===== src/rtl/hitmark_sprite_reader_if.sv =====
// Bundle between the hitmark sprite reader and its neighbours: VGA coordinates, hit events,
// hitmark RAM read port and the pixel-mux outputs.
interface hitmark_sprite_reader_if #(
    parameter int unsigned SPRITE_LOG2 = 5,
    parameter int unsigned DATA_WIDTH  = 4
);
    logic [9:0]               pixel_x;
    logic [9:0]               pixel_y;
    logic                     frame_tick;
    logic                     hit;
    logic [9:0]               hit_x;
    logic [9:0]               hit_y;
    logic [2*SPRITE_LOG2-1:0] addr_r;
    logic [DATA_WIDTH-1:0]    ram_dout;
    logic                     hitmark_on;
    logic [DATA_WIDTH-1:0]    hitmark_rgb;
    logic                     active;

    modport master (
        output pixel_x, pixel_y, frame_tick, hit, hit_x, hit_y, ram_dout,
        input  addr_r, hitmark_on, hitmark_rgb, active
    );

    modport slave (
        input  pixel_x, pixel_y, frame_tick, hit, hit_x, hit_y, ram_dout,
        output addr_r, hitmark_on, hitmark_rgb, active
    );
endinterface


===== src/rtl/hitmark_sprite_reader.sv =====
// Hitmark sprite reader: arms a marker on a hit, updates it on frame boundaries and turns pixel
// coordinates into hitmark RAM addresses, aligning the registered RAM read to the pixel mux.
module hitmark_sprite_reader #(
    parameter int unsigned SPRITE_LOG2  = 5,
    parameter int unsigned DATA_WIDTH   = 4,
    parameter int unsigned H_PIX        = 640,
    parameter int unsigned V_PIX        = 480,
    parameter int unsigned TRANSP       = 0,
    parameter int unsigned LIFE_FRAMES  = 30,
    parameter int unsigned BLINK_FRAMES = 8
) (
    input logic clk,
    input logic reset_n,
    hitmark_sprite_reader_if.slave bus
);

    localparam int unsigned SPR = 2 ** SPRITE_LOG2;
    localparam int unsigned AW  = 2 * SPRITE_LOG2;

    localparam logic signed [10:0] HALF_S = 11'(SPR / 2);
    localparam logic [9:0]         X_MAX  = 10'(H_PIX - SPR);
    localparam logic [9:0]         Y_MAX  = 10'(V_PIX - SPR);
    localparam logic [10:0]        SPR_W  = 11'(SPR);
    localparam logic [7:0]         LIFE   = 8'(LIFE_FRAMES);
    localparam logic [7:0]         BLINK  = 8'(BLINK_FRAMES);

    typedef enum logic [0:0] {StIdle, StShow} state_e;

    state_e    state_q, state_d;
    logic      pending_q, pending_d;
    logic [7:0] life_q, life_d;
    logic [9:0] lat_x_q, lat_x_d, lat_y_q, lat_y_d;
    logic [9:0] pos_x_q, pos_x_d, pos_y_q, pos_y_d;
    logic [AW-1:0] addr_q, addr_d;
    logic      inbox_d1_q, inbox_d2_q;

    logic      vis, inbox, in_x, in_y;
    logic [SPRITE_LOG2-1:0] dx, dy;

    // Centre the sprite on the hit point, keeping the whole box on screen.
    function automatic logic [9:0] clamp_pos(input logic [9:0] c, input logic [9:0] hi);
        logic signed [10:0] d;
        d = $signed({1'b0, c}) - HALF_S;
        if (d < 0) begin
            return '0;
        end else if (d[9:0] > hi) begin
            return hi;
        end else begin
            return d[9:0];
        end
    endfunction

    always_comb begin
        state_d   = state_q;
        pending_d = pending_q;
        life_d    = life_q;
        lat_x_d   = lat_x_q;
        lat_y_d   = lat_y_q;
        pos_x_d   = pos_x_q;
        pos_y_d   = pos_y_q;

        if (bus.frame_tick) begin
            if (pending_q) begin
                state_d   = StShow;
                pos_x_d   = lat_x_q;
                pos_y_d   = lat_y_q;
                life_d    = LIFE;
                pending_d = 1'b0;
            end else if (state_q == StShow) begin
                if (life_q == 8'd1) begin
                    state_d = StIdle;
                    life_d  = '0;
                end else begin
                    life_d = life_q - 8'd1;
                end
            end
        end

        // A hit on the tick edge lands after the tick consumed the old pending flag.
        if (bus.hit) begin
            pending_d = 1'b1;
            lat_x_d   = clamp_pos(bus.hit_x, X_MAX);
            lat_y_d   = clamp_pos(bus.hit_y, Y_MAX);
        end
    end

    always_comb begin
        // Tail blink: hidden whenever life[1] is set, giving 2 frames on / 2 off.
        vis   = (state_q == StShow) && !((life_q <= BLINK) && life_q[1]);
        in_x  = (bus.pixel_x >= pos_x_q) && ({1'b0, bus.pixel_x} < ({1'b0, pos_x_q} + SPR_W));
        in_y  = (bus.pixel_y >= pos_y_q) && ({1'b0, bus.pixel_y} < ({1'b0, pos_y_q} + SPR_W));
        inbox = vis && in_x && in_y;
        dx    = bus.pixel_x[SPRITE_LOG2-1:0] - pos_x_q[SPRITE_LOG2-1:0];
        dy    = bus.pixel_y[SPRITE_LOG2-1:0] - pos_y_q[SPRITE_LOG2-1:0];
        addr_d = inbox ? {dy, dx} : '0;
    end

    always_ff @(posedge clk) begin
        if (!reset_n) begin
            state_q    <= StIdle;
            pending_q  <= 1'b0;
            life_q     <= '0;
            lat_x_q    <= '0;
            lat_y_q    <= '0;
            pos_x_q    <= '0;
            pos_y_q    <= '0;
            addr_q     <= '0;
            inbox_d1_q <= 1'b0;
            inbox_d2_q <= 1'b0;
        end else begin
            state_q    <= state_d;
            pending_q  <= pending_d;
            life_q     <= life_d;
            lat_x_q    <= lat_x_d;
            lat_y_q    <= lat_y_d;
            pos_x_q    <= pos_x_d;
            pos_y_q    <= pos_y_d;
            addr_q     <= addr_d;
            inbox_d1_q <= inbox;
            inbox_d2_q <= inbox_d1_q;
        end
    end

    always_comb begin
        bus.addr_r      = addr_q;
        bus.active      = (state_q == StShow);
        bus.hitmark_on  = inbox_d2_q && (bus.ram_dout != DATA_WIDTH'(TRANSP));
        bus.hitmark_rgb = bus.hitmark_on ? bus.ram_dout : '0;
    end

endmodule


===== src/flat_wrapper.sv =====
// flat-port wrapper written by rule: the top's interface ports become plain ports
module hitmark_sprite_reader_flat 
#(
    parameter int unsigned SPRITE_LOG2  = 5,
    parameter int unsigned DATA_WIDTH   = 4,
    parameter int unsigned H_PIX        = 640,
    parameter int unsigned V_PIX        = 480,
    parameter int unsigned TRANSP       = 0,
    parameter int unsigned LIFE_FRAMES  = 30,
    parameter int unsigned BLINK_FRAMES = 8
)
  (clk, reset_n, bus_pixel_x, bus_pixel_y, bus_frame_tick, bus_hit, bus_hit_x, bus_hit_y, bus_ram_dout, bus_addr_r, bus_hitmark_on, bus_hitmark_rgb, bus_active);
  hitmark_sprite_reader_if #(.SPRITE_LOG2(SPRITE_LOG2), .DATA_WIDTH(DATA_WIDTH)) bus_i ();
  input logic clk;
  input logic reset_n;
  input wire logic [$bits(bus_i.pixel_x)-1:0] bus_pixel_x;
  input wire logic [$bits(bus_i.pixel_y)-1:0] bus_pixel_y;
  input wire logic [$bits(bus_i.frame_tick)-1:0] bus_frame_tick;
  input wire logic [$bits(bus_i.hit)-1:0] bus_hit;
  input wire logic [$bits(bus_i.hit_x)-1:0] bus_hit_x;
  input wire logic [$bits(bus_i.hit_y)-1:0] bus_hit_y;
  input wire logic [$bits(bus_i.ram_dout)-1:0] bus_ram_dout;
  output wire logic [$bits(bus_i.addr_r)-1:0] bus_addr_r;
  output wire logic [$bits(bus_i.hitmark_on)-1:0] bus_hitmark_on;
  output wire logic [$bits(bus_i.hitmark_rgb)-1:0] bus_hitmark_rgb;
  output wire logic [$bits(bus_i.active)-1:0] bus_active;
  assign bus_i.pixel_x = bus_pixel_x;
  assign bus_i.pixel_y = bus_pixel_y;
  assign bus_i.frame_tick = bus_frame_tick;
  assign bus_i.hit = bus_hit;
  assign bus_i.hit_x = bus_hit_x;
  assign bus_i.hit_y = bus_hit_y;
  assign bus_i.ram_dout = bus_ram_dout;
  assign bus_addr_r = bus_i.addr_r;
  assign bus_hitmark_on = bus_i.hitmark_on;
  assign bus_hitmark_rgb = bus_i.hitmark_rgb;
  assign bus_active = bus_i.active;
  hitmark_sprite_reader #(.SPRITE_LOG2(SPRITE_LOG2), .DATA_WIDTH(DATA_WIDTH), .H_PIX(H_PIX), .V_PIX(V_PIX), .TRANSP(TRANSP), .LIFE_FRAMES(LIFE_FRAMES), .BLINK_FRAMES(BLINK_FRAMES)) u_core (.clk(clk), .reset_n(reset_n), .bus(bus_i));
endmodule

===== config.mk =====
export PLATFORM = sky130hd
export DESIGN_NAME = hitmark_sprite_reader_flat
export DESIGN_NICKNAME = d
export VERILOG_FILES = /design/src/rtl/hitmark_sprite_reader_if.sv /design/src/rtl/hitmark_sprite_reader.sv /design/src/flat_wrapper.sv
export SDC_FILE = /design/constraint.sdc
export NUM_CORES = 1
export LEC_CHECK = 0
export BUFFER_PORTS_ARGS = -buffer_cell sky130_fd_sc_hd__buf_4
export CAP_MARGIN = 20
export CORE_ASPECT_RATIO = 0.75
export CORE_UTILIZATION = 51
export CTS_CLUSTER_DIAMETER = 40
export DETAILED_ROUTE_END_ITERATION = 16
export HOLD_SLACK_MARGIN = 0.12
export PLACE_DENSITY = 0.85
export SETUP_SLACK_MARGIN = 0.1
export SLEW_MARGIN = 20
export SYNTH_ARGS = -nofsm -noshare
export SYNTH_HDL_FRONTEND = slang
export SYNTH_SLANG_ARGS = --single-unit
export TNS_END_PERCENT = 5

===== constraint.sdc =====
create_clock -name clk -period 3.8 [get_ports clk]
set_input_delay 0.76 -clock clk [delete_from_list [all_inputs] [get_ports clk]]
set_output_delay 0.76 -clock clk [all_outputs]
set_load 0.02 [all_outputs]

* Word-level counts from Yosys, hierarchy flattened *
Index checks and enable logic that the tools add are counted.

operators by class
  magnitude comparators = 9
  mux-type cells = 13
  equality and inequality tests = 1
  add/subtract/negate cells = 7
  reductions and logical operators = 14

operator list
  operator               number
  $mux 10                4
  $mux 8                 3
  $add 10x6->11 const B  2
  $lt 10x11->1           2
  $lt 11x1->1 const B    2
  $sub 10x5->11 const B  2
  $ge 10x10->1           2
  $gt 10x10->1 const B   1
  $gt 10x9->1 const B    1
  $sub 5x5->5            2
  $eq 8x1->1 const B     1
  $le 8x4->1 const B     1
  $sub 8x1->8 const B    1
  $logic_and 1x1->1      7
  $reduce_and 2->1       3
  $mux 1                 5
  $mux 4                 1
  $reduce_bool 2->1      2
  $reduce_bool 4->1      1
  $logic_not 1->1        1

storage, ports and cells
  register bits = 62

* Depth between registers and ports, before layout *
Gate-level depths: netlist (run 1).

  depth in word-level cells = 7
  gate-level depth with buffers = 10
  depth with buffers taken out = 9

* Worst setup path before layout (run 1) *
OpenSTA, ideal clock, no wires.

  path type = input port to flip-flop
  start point = input port bus_pixel_y[0]
  end point = register u_core.addr_q[7] (netlist: u_core.bus.addr_r[7])
  data arrival time = 2370 ps
  setup slack = 1342 ps
  stages = 9
  required time = 3713 ps
  cells stage by stage = inv_1 -> ha_1 -> fa_1 -> and2b_1 -> o21ai_0 -> a31oi_1 -> o2111ai_1 -> buf_6 -> nor4_4

between the ends
  longest elaborated chain between the ends = 4

RTL lines
  item                                          RTL line                      text
  start, declared                               flat_wrapper.sv:17            input wire logic [$bits(bus_i.pixel_y)-1:0] bus_pixel_y;
  $lt 10x11->1 or $ge 10x10->1 (tied branches)  hitmark_sprite_reader.sv:91   in_y = (bus.pixel_y >= pos_y_q) && ({1'b0, bus.pixel_y} < ({1'b0, pos_y_q} + SPR_W));
  $logic_and 1x1->1                             hitmark_sprite_reader.sv:91
  $logic_and 1x1->1                             hitmark_sprite_reader.sv:92   inbox = vis && in_x && in_y;
  $reduce_and 2->1 (no source line)             --
  end signal, assigned                          hitmark_sprite_reader.sv:118  addr_q <= addr_d;
  end, declared                                 hitmark_sprite_reader.sv:34   logic [AW-1:0] addr_q, addr_d;

Parallel ways exist; a longest one is shown, timed or not.
A chain may end at the register's enable or synchronous reset.

* Final worst setup path (run 1) *
  start point = register u_core.pos_y_q[5]
  end point = register u_core.addr_q[8] (netlist: u_core.bus.addr_r[8])

between the ends
  longest elaborated chain between the ends = 5

RTL lines
  item                                   RTL line                      text
  start, declared                        hitmark_sprite_reader.sv:33   logic [9:0] pos_x_q, pos_x_d, pos_y_q, pos_y_d;
  start signal, assigned                 hitmark_sprite_reader.sv:117  pos_y_q <= pos_y_d;
  $add 10x6->11                          hitmark_sprite_reader.sv:91
  $lt 10x11->1                           hitmark_sprite_reader.sv:91
  $logic_and 1x1->1 (*)                  hitmark_sprite_reader.sv:91
  $logic_and 1x1->1 (*)                  hitmark_sprite_reader.sv:92
  $reduce_and 2->1 (no source line) (*)  --

Mark *: on every way between the ends. The rest lies on a longest branch, timed or not.

==> results_dict.tcl, run 1 <==
set metrics [dict create \
    drc 2 \
    fin_crit_sh_pct 67.7 \
    die_y_um 74.2 \
    async_reset_ff_share_pct 0 \
    grt_start_max_net_pins 22 \
    worst_pin_slew_ns 0.733 \
    synth_top_cell_by_area "dfxtp_1" \
    die-area_um2 7290 \
    syn2layout_area_growth_pct 21.2 \
    io_buffers 63 \
    violations "DRC" \
    status "finished, violations left" \
    critPathMaxStageDelay_ns 0.42 \
    dieWidth_um 98.3 \
    yosysMostFrequentCell "dfxtp_1" \
    nets 535 \
    synth_edf_count 0 \
    antenna_found_initial 0 \
    synth_area_leaders "dfxtp_1 (35%), ha_1 (14%), a22o_1 (6.4%)" \
    synthCells 380 \
    stdcell_area_um2 4290 \
    combPwrFrac_pct 15.8 \
    p_switching_mw 0.418 \
    grt_overflow_total 0 \
    placed_area_um2 4090 \
    cp.required_ns 4.05 \
    clk_pin_slew_worst_paths_ns 0.07 \
    dp.cells 516 \
    syn-num-nets 469 \
    synthTopCellsByCount "dfxtp_1 (62), ha_1 (39), inv_1 (31)" \
    clkPwrFrac_pct 38.8 \
    wl_per_cell_um 14.6 \
    numCtsBuffers 9 \
    hold_class "register to register" \
    syn_area_per_cell_um2 9.32 \
    p_seq_share_pct 45.4 \
    initial_core_util_pct 54.5 \
    yosys_register_bits 62 \
    grt_first_pass_wirelength_mm 12.9 \
    clk_path_buf_depth 2 \
    gp_congestion 0.953 \
    postCtsSetupRepairBufs 0 \
    synth_ff_type "dfxtp_1" \
    layoutNonFillerInstCount 532 \
    drt-total-wl_mm 7.77 \
    dp_slack_ns 1.06 \
    critPathMostFrequentCell "ha_1" \
    root_buffer "clkbuf_8" \
    via_count 3003 \
    max_freq_mhz 389 \
    finalMaxSlewViolations 0 \
    drive_gt1_share_pct 23.5 \
    first_pass_iters 12 \
    power_mw 1.53 \
    grt_use_total_pct 22.5 \
    critPathKind "register to register" \
    arrival_ns 2.82 \
    relSlewSlack_pct 51.2 \
    power.density_nw_per_um2 355 \
    p_sw_share_pct 27.4 \
    tritoncts "built" \
    yosys.area.top_type_share_pct 35.0 \
    power.leakage_nw 1.75 \
    timing.final.ws_setup_ns 1.23 \
    syn-cell-area_um2 3540 \
    clock_latency_ns 0.35 \
    rsz0062_at_grt "no" \
    setup_viol 0 \
    cap_violations 0 \
    pin_count 64 \
    fin_util_pct 66.0 \
    grt_pass1_vias 2743 \
    finalSetupTns_ns 0 \
    viasPerCell 5.64 \
    clock-sinks 62 \
    clock_skew_ns 0.00692 \
    crit_chain "ha_1 -> nand3_1 -> xnor2_1 -> ha_1 -> a21oi_1 -> a32oi_1 -> a2111oi_2 -> o2111ai_1 -> buf_4 -> nor4b_1" \
    hold_slack_ns 0.462 \
    post-route-min-period_ns 2.57 \
    cell_internal_pwr_mw 1.11 \
    cts_resized 0 \
    placementRows 25 \
    seq_area_frac_synth_pct 35.0 \
    vdd_drop_max_mv 0.167 \
    dpl.hpwl_mm 6.00 \
    crit_fanout 11 \
    ys_warn_count 0 \
    hold_buffers 0 \
    cp-end-kind "register" \
    synth_cell_type_count 57 \
    start_kind "register" \
    diodes 0 \
    antenna_left 0 \
    crit_path_top_delay_cell "dfxtp_1" \
    htreeDepth 3 \
    core_um2 6510 \
    drt_iter0_markers 238 \
    hold_violations 0 \
]
## cells in the final DEF (no fill, tap or decap), types with 3 or more instances in the layout
cell | Yosys | layout
o2111ai_1 | 3 | 3
a21oi_1 | 23 | 23
buf_4 | 0 | 65
clkbuf_8 | 0 | 10
a211oi_1 | 5 | 5
nor3_2 | 8 | 8
nand4_1 | 7 | 7
dfxtp_1 | 62 | 62
a22o_1 | 26 | 26
or3_1 | 4 | 4
nand3b_1 | 3 | 3
a32oi_1 | 3 | 3
and2_1 | 8 | 8
ha_1 | 39 | 39
nand3_1 | 5 | 5
clkinvlp_4 | 0 | 3
a31oi_1 | 3 | 3
a21o_1 | 5 | 5
xnor2_1 | 16 | 16
nor4_1 | 5 | 5
nor3_1 | 7 | 7
nand2_1 | 21 | 21
inv_1 | 31 | 31
nand2b_1 | 7 | 7
o21ai_0 | 8 | 8
o211ai_1 | 3 | 3
nor2_1 | 24 | 24
xor2_1 | 4 | 4
## worst max-delay path, delay by kind of cell (launching register included)
family	cells	cell delay, ns
xor gates and xnor gates	1	0.15
and+or+nand+nor	2	0.38
adders and majority gates	2	0.54
DFF	1	0.42
AOI/OAI and AO/OA	4	0.76
buffers and inverters	1	0.21
## flip-flops by register name, summed over array words and instances, names as in the netlist
| register | cells |
|---|---|
| u_core.pending_q | 1 |
| u_core.inbox_d2_q | 1 |
| u_core.lat_y_q | 10 |
| u_core.inbox_d1_q | 1 |
| u_core.lat_x_q | 10 |
| u_core.life_q | 8 |
| u_core.bus.active | 1 |
| u_core.pos_x_q | 10 |
| u_core.bus.addr_r | 10 |
| u_core.pos_y_q | 10 |
## power by group through the flow
stage	Sequential, mW	Combinational [mW]	Clock, mW
floorplan	0.702	0.152	0
global placement	0.706	0.228	0
detailed placement	0.707	0.235	0
CTS	0.692	0.239	0.603
global route	0.696	0.267	0.638
finish	0.693	0.241	0.591
## path summary, 6_finish.rpt
check / end / start / depth (start not counted) / slack [ns]
max: u_core.bus.addr_r[8] / u_core.pos_y_q[5] / 10 / 1.23
min: u_core.pos_x_q[6] / u_core.lat_x_q[6] / 1 / 0.46
max reg2reg: u_core.bus.addr_r[8] / u_core.pos_y_q[5] / 10 / 1.23
min reg2reg: u_core.pos_x_q[6] / u_core.lat_x_q[6] / 1 / 0.46
## area by class of cell
type | instances | area [um2]
inverter | 33 | 124
tap | 81 | 101
clock buffer | 10 | 138
timing repair buffer | 65 | 488
fill | 511 | 2210
clock inverter | 6 | 70.1
sequential | 62 | 1240
multi-input combinational | 275 | 2130
## per-layer routing
metal,global-route usage [%],wire (um),up-vias
li1,-,-,1530
met1,30.9,3850,1356
met2,33.8,3260,102
met3,6.30,485,15
met4,8.79,170,0
met5,0,0,-
## logic make-up after synthesis
group / count (synthesis) / synth area share [%]
simple gates: 113 / 18.7
flops: 62 / 35.0
buf+inv: 43 / 4.80
xor+xnor: 20 / 4.94
fa+ha+maj: 41 / 14.9
compound gates: 101 / 21.6
Power figures use the tool's default switching activity.
==> run 2: changes to the inputs <==
--- a/config.mk
+++ b/config.mk
@@ -5,6 +5,7 @@
 export SDC_FILE = /design/constraint.sdc
 export NUM_CORES = 1
 export LEC_CHECK = 0
+export ABC_AREA = 1
 export BUFFER_PORTS_ARGS = -buffer_cell sky130_fd_sc_hd__buf_4
 export CAP_MARGIN = 20
 export CORE_ASPECT_RATIO = 0.75
@@ -12,7 +13,7 @@
 export CTS_CLUSTER_DIAMETER = 40
 export DETAILED_ROUTE_END_ITERATION = 16
 export HOLD_SLACK_MARGIN = 0.12
-export PLACE_DENSITY = 0.85
+export PLACE_DENSITY = 0.87
 export SETUP_SLACK_MARGIN = 0.1
 export SLEW_MARGIN = 20
 export SYNTH_ARGS = -nofsm -noshare
==> constraint.sdc (replaced) <==
create_clock -name clk -period 2.15 [get_ports clk]
set_input_delay 0.43 -clock clk [delete_from_list [all_inputs] [get_ports clk]]
set_output_delay 0.43 -clock clk [all_outputs]
set_load 0.02 [all_outputs]
==> results_dict.tcl, run 2 <==
set metrics [dict create \
    hold_class "input port to register" \
    initial_core_util_pct 53.9 \
    hold_violations 0 \
    post-route-min-period_ns 1.96 \
    pin_count 64 \
    clock_skew_ns 0.00765 \
    drive_gt1_share_pct 17.9 \
    antenna_found_initial 0 \
    cp.buffers_inverters 3 \
    power_mw 2.76 \
    fin_crit_sh_pct 91.1 \
    grt_start_max_net_pins 38 \
    via_count 3501 \
    antenna_left 0 \
    setup_viol 0 \
    drt_iter0_markers 266 \
    cp-end-kind "register" \
    syn-num-nets 601 \
    root_buffer "clkbuf_8" \
    power.density_nw_per_um2 613 \
    seq_area_frac_synth_pct 33.2 \
    viasPerCell 5.15 \
    crit_fanout 11 \
    yosysMostFrequentCell "nand2_1" \
    grt_overflow_total 0 \
    cap_violations 0 \
    rsz0062_at_grt "yes" \
    start_kind "register" \
    io_buffers 63 \
    diodes 0 \
    synth_area_leaders "dfxtp_1 (33%), ha_1 (13%), nand2_1 (9.7%)" \
    grt_first_pass_wirelength_mm 14.1 \
    power.leakage_nw 2.11 \
    core_um2 6930 \
    hold_buffers 0 \
    synthCells 512 \
    dieWidth_um 101 \
    stdcell_area_um2 4500 \
    critPathMaxStageDelay_ns 0.34 \
    nets 666 \
    vdd_drop_max_mv 0.286 \
    relSlewSlack_pct 64.1 \
    clock_latency_ns 0.34 \
    synth_cell_type_count 36 \
    yosys.area.top_type_share_pct 33.2 \
    syn_area_per_cell_um2 7.29 \
    drt-total-wl_mm 8.42 \
    wl_per_cell_um 12.4 \
    tritoncts "built" \
    synth_ff_type "dfxtp_1" \
    numCtsBuffers 9 \
    arrival_ns 2.22 \
    yosys_register_bits 62 \
    ys_warn_count 0 \
    dpl.hpwl_mm 6.59 \
    finalSetupTns_ns 0 \
    crit_path_top_delay_cell "dfxtp_1" \
    syn-cell-area_um2 3730 \
    die_y_um 76.1 \
    syn2layout_area_growth_pct 20.5 \
    placed_area_um2 4300 \
    critPathMostFrequentCell "nand2_1" \
    critPathTopFamily "adder cells" \
    grt_use_total_pct 23.0 \
    status "finished clean" \
    clock-sinks 62 \
    clk_pin_slew_worst_paths_ns 0.07 \
    grt_pass1_vias 3321 \
    crit_chain "ha_1 -> inv_1 -> ha_1 -> inv_1 -> nor2_1 -> a21oi_1 -> nand2_1 -> nand2_1 -> nand2_1 -> nand2_1 -> nand4_1 -> buf_4 -> nor3_1" \
    max_freq_mhz 510 \
    critPathKind "register to register" \
    final_common_cell "nand2_1" \
    htreeDepth 3 \
    placementRows 26 \
    clk_path_buf_depth 2 \
    async_reset_ff_share_pct 0 \
    final_cell_mix "nand2_1 (96), inv_1 (77), buf_4 (66)" \
    first_pass_iters 4 \
    worst_pin_slew_ns 0.538 \
    finalMaxSlewViolations 0 \
    die-area_um2 7670 \
    drc 0 \
    synthTopCellsByCount "nand2_1 (96), inv_1 (77), dfxtp_1 (62)" \
    cp.required_ns 2.42 \
    gp_congestion 0.893 \
    synth_edf_count 0 \
    synth_top_cell_by_area "dfxtp_1" \
]
run 2: metrics by stage:
step | setup slack, ns | util, % | hold slack, ns | cells
2_1_floorplan | 0.309 | - | 0.390 | 512
5_1_grt | 0.0531 | 64.9 | 0.303 | 680
6_report | 0.191 | 64.9 | 0.315 | 680
4_1_cts | 0.125 | 64.6 | 0.296 | 680
3_5_place_dp | 0.130 | 62.0 | 0.405 | 664
3_3_place_gp | 0.241 | 62.0 | 0.402 | 664
run 2: layer usage:
metal,global-route usage (%),share of wire (%),up-vias
met5,0,0,-
met4,9.13,2.0,0
met3,5.87,6.6,21
met2,36.9,44,115
met1,29.3,48,1563
li1,-,-,1802
run 2: repair_timing:
item	in CTS	in global routing
setup endpoints to repair	0	12
buffers inserted	0	0
gates resized for setup	0	4
run 2: power by group:
group | internal, mW | total, mW | switching [mW]
Combinational | 0.244 | 0.593 | 0.349
Sequential | 1.20 | 1.24 | 0.0373
Clock | 0.454 | 0.923 | 0.469
run 2: cells by family (layout without fill, tap and decap cells):
group,after synthesis,in the layout,share of synthesized area (%)
compound gates,89,89,12.7
buf+inv,92,162,9.58
flops,62,62,33.2
xor+xnor,18,18,4.42
simple gates,210,210,25.9
fa+ha+maj,41,41,14.1
run 2: worst paths after layout:
kind | startpoint | endpoint | slack [ns] | cells after the start
max | u_core.pos_x_q[5] | u_core.bus.addr_r[9] | 0.19 | 13
max reg2reg | u_core.pos_x_q[5] | u_core.bus.addr_r[9] | 0.19 | 13
min reg2reg | u_core.inbox_d1_q | u_core.inbox_d2_q | 0.42 | 2
min | bus_hit | u_core.lat_y_q[9] | 0.31 | 2
run 2: area by class of cell:
class | count | area (um2)
Clock inverter | 6 | 46.3
Timing Repair Buffer | 66 | 495
Inverter | 80 | 302
Tap cell | 98 | 123
Fill cell | 593 | 2430
Clock buffer | 10 | 138
Multi-Input combinational cell | 358 | 2150
Sequential cell | 62 | 1240
==> run 3: changes to the inputs <==
--- a/config.mk
+++ b/config.mk
@@ -9,11 +9,11 @@
 export BUFFER_PORTS_ARGS = -buffer_cell sky130_fd_sc_hd__buf_4
 export CAP_MARGIN = 20
 export CORE_ASPECT_RATIO = 0.75
-export CORE_UTILIZATION = 51
+export CORE_UTILIZATION = 40
 export CTS_CLUSTER_DIAMETER = 40
 export DETAILED_ROUTE_END_ITERATION = 16
 export HOLD_SLACK_MARGIN = 0.12
-export PLACE_DENSITY = 0.87
+export PLACE_DENSITY = 0.73
 export SETUP_SLACK_MARGIN = 0.1
 export SLEW_MARGIN = 20
 export SYNTH_ARGS = -nofsm -noshare
==> results_dict.tcl, run 3 (synthesis results as in run 2) <==
set metrics [dict create \
    drc 0 \
    cp-endpoint "u_core.bus.addr_r[3]" \
    die-area_um2 9730 \
    timing.final.ws_setup_ns 0.268 \
    seqCellArea_um2 1240 \
    dp.cells 695 \
    grt_first_pass_wirelength_mm 14.4 \
    pin_count 64 \
    diodes 0 \
    drt-total-wl_mm 8.52 \
    dp_slack_ns 0.166 \
    final_common_cell "nand2_1" \
    hold_buffers 0 \
    grt_overflow_total 0 \
    layoutNonFillerInstCount 711 \
    hold_violations 0 \
    cp-end-kind "register" \
    setup_viol 0 \
    via_count 3420 \
    power_mw 3.29 \
    cp.required_ns 2.41 \
    cap_violations 0 \
    crit_path_top_delay_cell "dfxtp_1" \
    status "finished clean" \
    clock_latency_ns 0.33 \
    max_freq_mhz 531 \
    grt_start_max_net_pins 38 \
    crit_cells 13 \
    grt_pass1_vias 3223 \
    first_pass_iters 4 \
    finalMaxSlewViolations 0 \
    cts_resized 0 \
    viasPerCell 4.81 \
    worst_pin_slew_ns 0.606 \
    placed_area_um2 4340 \
    critPathMaxStageDelay_ns 0.33 \
    rsz0062_at_grt "no" \
    htreeDepth 3 \
    power.leakage_nw 2.17 \
    critPathMostFrequentCell "nand2_1" \
    reg2reg_from "u_core.pos_x_q[5]" \
    multi_input_area_um2 2140 \
    clock_skew_ns 0.0100 \
    postCtsSetupRepairBufs 0 \
    fin_util_pct 51.5 \
    power.density_nw_per_um2 708 \
    clkPwrFrac_pct 44.4 \
    p_seq_share_pct 37.6 \
    nets 667 \
    syn2layout_area_growth_pct 24.7 \
    final_cell_mix "nand2_1 (96), inv_1 (77), buf_4 (67)" \
    core_um2 9050 \
    io_buffers 63 \
    drt_iter0_markers 192 \
    initial_core_util_pct 41.3 \
    clock-sinks 62 \
    vdd_drop_max_mv 0.498 \
    gp_congestion 0.831 \
    numCtsBuffers 9 \
    drive_gt1_share_pct 17.7 \
    dieWidth_um 114 \
    relSlewSlack_pct 59.5 \
    critPathKind "register to register" \
    fill_cells 863 \
    startpoint "u_core.pos_x_q[5]" \
    antenna_left 0 \
    fin_crit_sh_pct 87.6 \
    finalSetupTns_ns 0 \
    stdcell_area_um2 4660 \
    clk_path_buf_depth 2 \
    hold_class "input port to register" \
    wl_per_cell_um 12.0 \
    r2r_cells 13 \
    cp.buffers_inverters 3 \
    arrival_ns 2.14 \
    crit_fanout 11 \
    start_kind "register" \
    grt_use_total_pct 18.7 \
    p_sw_share_pct 28.5 \
    post-route-min-period_ns 1.88 \
    tritoncts "built" \
    hold_slack_ns 0.291 \
    critPathTopFamily "adder cells" \
    root_buffer "clkbuf_16" \
    clk_pin_slew_worst_paths_ns 0.06 \
    placementRows 30 \
    cell_internal_pwr_mw 2.36 \
    rrSetupSlack_ns 0.27 \
    combPwrFrac_pct 17.9 \
    dpl.hpwl_mm 6.80 \
    p_switching_mw 0.938 \
    antenna_found_initial 0 \
    die_y_um 85.7 \
    crit_chain "ha_1 -> inv_1 -> ha_1 -> inv_1 -> nor2_1 -> a21oi_1 -> nand2_1 -> nand2_1 -> nand2_1 -> nand2_1 -> nand4_1 -> buf_4 -> nor3_2" \
    r2r-end "u_core.bus.addr_r[3]" \
]
==> run 3: cell types whose count changed in the layout (fill, tap and decap cells not counted), sizes merged <==
cell and delta:
clkinv -2, inv +2, buf +1, bufinv +1, clkbuf -1
==> run 3: worst min-delay path by stage <==
stage / to / startpoint / cells after the start
floorplan: u_core.inbox_d2_q / u_core.inbox_d1_q / 2
global placement: u_core.inbox_d2_q / u_core.inbox_d1_q / 2
detailed placement: u_core.inbox_d2_q / u_core.inbox_d1_q / 2
CTS: u_core.lat_y_q[9] / bus_hit / 2
global route: u_core.lat_y_q[9] / bus_hit / 2
finish: u_core.lat_y_q[9] / bus_hit / 2
==> run 3: layer usage <==
layer	wire [um]	GRT usage [%]	vias up
met5	0	0	-
met4	23	6.46	0
met3	598	5.23	3
met2	3540	28.2	92
met1	4360	25.4	1521
li1	-	-	1804
==> run 3: area by class of cell <==
class                   count  share of cell area [%]
flip-flops and latches     62                    26.7
repair buffers             67                    10.8
clock buffers               9                    4.84
multi-input cells         358                    46.1
well taps                 128                    3.44
inverters                  80                    6.48
clock inverters             7                    1.72
==> run 3: worst register-to-register path, cell delays in order (launching register included) <==
cell and delay (ns):
dfxtp_1 0.33, ha_1 0.28, inv_1 0.04, ha_1 0.29, inv_1 0.08, nor2_1 0.04
a21oi_1 0.14, nand2_1 0.06, nand2_1 0.05, nand2_1 0.04, nand2_1 0.06, nand4_1 0.07
buf_4 0.20, nor3_2 0.12
==> run 3: power by group through the flow <==
stage          logic, mW  clock network [mW]  registers [mW]
3_5_place_dp       0.583                   0            1.26
5_1_grt            0.674                1.56            1.25
4_1_cts            0.587                1.49            1.24
2_1_floorplan      0.399                   0            1.26
6_report           0.590                1.46            1.24
3_3_place_gp       0.571                   0            1.26
